$ cat config.mk
export PLATFORM = sky130hd
export DESIGN_NAME = frac_reduce
export DESIGN_NICKNAME = d
export VERILOG_FILES = /design/src/rtl/frac_reduce.sv
export SDC_FILE = /design/constraint.sdc
export NUM_CORES = 1
export LEC_CHECK = 0
export ABC_CLOCK_PERIOD_IN_PS = 7000
export CORE_MARGIN = 2
export CORE_UTILIZATION = 30
export DETAILED_ROUTE_END_ITERATION = 10
export PLACE_DENSITY = 0.47
export SETUP_SLACK_MARGIN = 0.3
export SYNTH_ARGS = -nofsm -noshare
export SYNTH_HDL_FRONTEND = slang
export SYNTH_SLANG_ARGS = --single-unit
$ cat constraint.sdc
create_clock -name clk -period 7 [get_ports clk]
set_clock_uncertainty 0.05 [all_clocks]
set_input_delay 0.7 -clock clk [delete_from_list [all_inputs] [get_ports clk]]
set_output_delay 0.7 -clock clk [all_outputs]
set_load 0.05 [all_outputs]
$ cat src/rtl/frac_reduce.sv
// frac_reduce: divides num and den by g with parallel restoring dividers, flags inexact or zero g.
module frac_reduce #(
  parameter int W = 8
) (
  input  logic         clk,
  input  logic         rst,
  input  logic         in_valid,
  output logic         in_ready,
  input  logic [W-1:0] num,
  input  logic [W-1:0] den,
  input  logic [W-1:0] g,
  output logic         out_valid,
  input  logic         out_ready,
  output logic [W-1:0] num_r,
  output logic [W-1:0] den_r,
  output logic         err
);
  localparam int CW = $clog2(W);
  typedef enum logic [1:0] {IDLE, DIV, DONE} state_t;
  state_t state, state_n;
  logic [W-1:0] a_n, a_d, gr, r_n, r_d, na_n, na_d;
  logic [W:0] t_n, t_d, nr_n, nr_d;
  logic [CW-1:0] cnt;
  logic ge_n, ge_d, last;
  // One restoring step per cycle: shift the next dividend bit into the remainder, subtract if it fits.
  always_comb begin
    t_n = {r_n, a_n[W-1]};
    t_d = {r_d, a_d[W-1]};
    ge_n = t_n >= {1'b0, gr};
    ge_d = t_d >= {1'b0, gr};
    nr_n = ge_n ? t_n - {1'b0, gr} : t_n;
    nr_d = ge_d ? t_d - {1'b0, gr} : t_d;
    na_n = {a_n[W-2:0], ge_n};
    na_d = {a_d[W-2:0], ge_d};
    last = cnt == CW'(W - 1);
    state_n = state == IDLE ? (in_valid ? (g == '0 ? DONE : DIV) : IDLE)
            : state == DIV  ? (last ? DONE : DIV)
            : (out_ready ? IDLE : DONE);
  end
  assign in_ready  = state == IDLE;
  assign out_valid = state == DONE;
  always_ff @(posedge clk) begin
    if (rst) begin
      state <= IDLE;
      cnt   <= '0;
      num_r <= '0;
      den_r <= '0;
      err   <= 1'b0;
    end else begin
      state <= state_n;
      if (state == IDLE && in_valid) begin
        a_n   <= num;
        a_d   <= den;
        gr    <= g;
        r_n   <= '0;
        r_d   <= '0;
        cnt   <= '0;
        num_r <= '0;
        den_r <= '0;
        err   <= g == '0;
      end
      if (state == DIV) begin
        a_n <= na_n;
        a_d <= na_d;
        r_n <= nr_n[W-1:0];
        r_d <= nr_d[W-1:0];
        cnt <= cnt + 1'b1;
        if (last) begin
          num_r <= na_n;
          den_r <= na_d;
          err   <= (|nr_n) | (|nr_d);
        end
      end
    end
  end
endmodule

==> Word-level counts from Yosys, hierarchy flattened <==
Cells that the tools add are included.
{ "word_totals": {"in_bits": 28, "elab_cells": 54, "register_bits": 62, "out_inout_bits": 19} }
{ "classes": {"addsub": 3, "n_mux": 26, "bitwise_logic": 2, "n_reduce_logical": 8, "n_eq_ne": 3, "n_lt_le_gt_ge": 2} }
{ "ops": {"columns": ["operator", "n"], "rows": [
  ["8-bit 2-to-1 mux", 13],
  ["9-bit by 8-bit >= comparator with 1-bit output", 2],
  ["9-bit 2-to-1 mux", 2],
  ["9-bit OR reduction", 2],
  ["9-bit by 8-bit subtractor with 9-bit output", 2],
  ["2-bit 2-to-1 mux", 6],
  ["8-bit zero test", 1],
  ["3-bit 2-to-1 mux", 2],
  ["2-bit AND reduction", 2],
  ["3-bit by 1-bit adder with 3-bit output (second input constant)", 1],
  ["3-bit == test (second input constant)", 1],
  ["1-bit 2-to-1 mux", 3],
  ["2-bit by 1-bit == test with 1-bit output (second input constant)", 1],
  ["2-bit == test (second input constant)", 1],
  ["2-bit zero test", 1],
  ["2-bit nonzero test", 1],
  ["1-bit logical AND", 1],
  ["1-bit NOT", 1],
  ["1-bit OR", 1]
]} }

==> Logic depth before layout (Yosys ltp) <==
{ "logic_depth": {"depth_word": 6, "depth_mapped": 11, "ltp_nobuf": 11} }

==> Worst setup path before layout <==
No wires, ideal clock.
{ "synth_timing": {"kind": "input to register", "startpoint": "input port in_valid", "endpoint": "register a_d[0] (enable)", "n_path_buf": 0, "setup_ns": 0.461, "t_arrival_ns": 2.943, "path_slack_ns": 3.546, "cell_stages": 2, "required_time_ns": 6.489, "path_cell_list": "nor2_1 nor3_1"} }
{ "synth_via": {"elab_chain_cells": 3} }
{ "synth_rtl": {"columns": ["item", "line", "source"], "rows": [
  ["from (decl)", "7", "input logic in_valid,"],
  ["1-bit logical AND", "51", "if (state == IDLE && in_valid) begin"],
  ["2-bit nonzero test (no source line)", null, null],
  ["2-bit AND reduction (no source line)", null, null],
  ["to (signal assigned)", "53", "a_d <= den;"],
  ["to (signal assigned)", "64", "a_d <= na_d;"],
  ["to (decl)", "21", "logic [W-1:0] a_n, a_d, gr, r_n, r_d, na_n, na_d;"]
]} }
No other way between the ends.
A chain may end at the register's enable or synchronous reset.

==> Final worst setup path <==
{ "layout_timing": {"startpoint": "register gr[1]", "endpoint": "register err"} }
{ "layout_via": {"elab_chain_cells": 6, "word_cells_on_any_way": 11, "classes_between": "add/sub: 2; order compare: 2; mux: 4; bitwise: 1; reduce/logical: 2"} }
{ "layout_rtl": {"columns": ["item", "line", "source"], "rows": [
  ["from (decl)", "21", null],
  ["from (signal assigned)", "54", "gr <= g;"],
  ["9-bit by 8-bit subtractor with 9-bit output, or another cell as far along", "31", "nr_n = ge_n ? t_n - {1'b0, gr} : t_n;"],
  ["9-bit 2-to-1 mux (on tied branches)", "31, 32", null],
  ["9-bit OR reduction", "71", "err <= (|nr_n) | (|nr_d);"],
  ["1-bit OR *", "71", null],
  ["1-bit 2-to-1 mux *", "68", "if (last) begin"],
  ["1-bit 2-to-1 mux *", "62", "if (state == DIV) begin"],
  ["to (signal assigned)", "71", null],
  ["to (decl)", "16", "output logic err"]
]} }
Mark *: on every way between the ends. The rest lies on a longest branch, timed or not.

==> results.txt <==
Pre-Repair DR Iteration Count: 4
grt ovf: 0
Antenna diodes: 0
Avg WL per Cell: 15.9 um
cts bufs inserted: 9
status: finished, final reports clean
synthesis-stage register bit count: 62
Die Wd: 109 um
DP HPWL: 6.02 mm
area growth from synthesis to layout: 25.0%
Max Root-Sink Buffers: 2
most instantiated cells after synthesis: nor2_1 (60), nand2_1 (47), edfxtp_1 (40)
final wirelength: 8.50 mm
CP Max Fanout: 17
final core utilization: 0.385
Sum Neg Setup Slack: 0 ns
Final #Nets: 439
Rows: 38
Max Cap Viol: 0
Skew-Pair Late Insertion Delay: 0.34 ns
Placer Congestion: 0.784
Worst-Margin Slew: 1.09 ns
max-slew violations: 0
setup violators final: 0
placed cells: 520
Netlist cell types: 45
largest net degree at the start of global routing: 36
Non-Filler Instances: 536
area leader, netlist: edfxtp_1
cell chosen for the clock root: clkbuf_8
Hold Slack: 0.465 ns
first-pass GRT wire length: 13.9 mm
Worst setup EP type: register
Leak Pwr: 1.62 nW
Multi-input gate area: 0.00159 mm^2
Post-CTS Setup Bufs: 0
Residual DRC: 0
vias: 2595
hold buffer count at cts: 0
area of the mapped netlist: 0.00334 mm^2
Period minus WS final: 3.03 ns
VDD IR max: 0.129 mV
final hold vios: 0
Setup CP Type: register to register
initial drt markers: 94
startpoint types: register
most common cell in the netlist: nor2_1
Rel. slew slack: 0.267
Tcrit/Tclk final: 0.433
share of Yosys cell area claimed by the top area cell type: 0.360
clk slew on worst S/H paths: 0.08 ns
type of the most critical hold path: register to register
CTS tree: yes
Async SR Flop Fraction: 0
Sequential Area: 0.00164 mm^2
EDFF count, synth: 40
number of global-route vias before repair: 2659
worst path arrival time: 3.19 ns
post-synthesis net count: 393
yosys warns: 0
RSZ-0062 raised after global routing: no
layout cells sized above 1: 0.0707
Overall Global Routing Usage: 0.153
initial core utilization: 0.308
CTS Sinks: 62
Post-DRT Antenna Nets: 0
Core Area: 0.0108 mm^2
FF-to-FF setup slack: 3.97 ns
htree depth: 3
FMAX: 330 MHz
# port buffers: 46
die outline height: 109 um
FILL cells: 1103
Syn Inst Count: 345
syn_area_per_cell: 9.67 um^2
die footprint: 0.0120 mm^2
cts repair resizes: 0
PwrDens: 232 mW/mm^2
register area share after synthesis: 0.492
I/O pins: 47
Synth area leaders: edfxtp_1 (36%), dfxtp_1 (13%), ha_1 (6.7%), nor2_1 (6.7%), nand2_1 (5.3%)
initial antenna violation count: 0
worst path required time: 7.16 ns
Via density: 4.84
Most used DFF post-synth: edfxtp_1
-- per-layer routing --
layer / GRT usage / wire length (um) / up-vias
met5: 0 / 0 / -
met4: 0.0362 / 63 / 0
met3: 0.0522 / 402 / 7
met2: 0.250 / 3940 / 51
met1: 0.196 / 4100 / 1209
li1: - / - / 1328
-- cell families (layout without fill, tap and decap cells) --
family	count (synthesis)	count (layout)	share of synthesized area
AND/OR/NAND/NOR	139	139	0.181
AO/OA/AOI/OAI	76	76	0.161
flip-flops	62	62	0.492
buffers and inverters	29	80	0.0326
adder cells (fa/ha/maj)	20	20	0.0795
multiplexers	10	10	0.0300
XOR/XNOR	9	9	0.0236
-- where the power goes --
| part | internal [mW] | switching (mW) |
|---|---|---|
| clock network | 0.206 | 0.166 |
| registers | 0.413 | 0.0121 |
| logic | 0.0725 | 0.101 |
| total | 0.691 | 0.278 |
-- state kept, by name, indices dropped and copies added, names as in the netlist --
signal / flops
a_d: 8
r_n: 8
err: 1
cnt: 3
num_r: 8
state: 2
den_r: 8
a_n: 8
r_d: 8
gr: 8
-- area by class of cell --
type | count | share of cell area
Clock inverter | 7 | 0.0243
Clock buffer | 9 | 0.0297
Timing Repair Buffer | 49 | 0.116
Inverter | 15 | 0.0135
Multi-Input combinational cell | 254 | 0.381
Tap cell | 140 | 0.0420
Sequential cell | 62 | 0.393
-- path summary, 6_finish.rpt --
check / cells after the start / end / from
max: 10 / err / gr[1]
min: 2 / num_r[0] / num_r[0]
min reg2reg: 2 / num_r[0] / num_r[0]
max reg2reg: 10 / err / gr[1]
-- cells in the final DEF (no fill, tap or decap), drive strengths merged, types with 3 or more instances in the layout --
master,n
a21o,6
a21oi,19
a22oi,16
buf,3
clkbuf,9
clkdlybuf4s50,46
dfxtp,22
edfxtp,40
ha,18
inv,20
mux2i,10
nand2,47
nand2b,6
nand3,3
nor2,60
nor2b,4
nor3,5
nor4,5
o21a,6
o21ai,12
xnor2,4
xor2,5
-- stage by stage --
step / cell area (um^2) / power, mW / worst slack (ns)
after global placement: 3950 / 0.606 / 3.89
after floorplan: 3340 / 0.553 / 3.55
after global routing: 4170 / 1.02 / 3.61
final: 4170 / 0.969 / 3.97
after detailed placement: 3950 / 0.608 / 3.80
after CTS: 4170 / 0.981 / 3.96
-- worst max-delay path: stages, from the launching register on --
cell and delay, ns:
edfxtp_1 0.43, inv_1 0.09, ha_1 0.31, nand2b_1 0.11, a21oi_1 0.09, nor4_1 0.26
o21a_1 0.65, o2111ai_1 0.24, a221oi_2 0.35, and4_1 0.25, a41oi_1 0.10
Power figures use the tool's default switching activity.
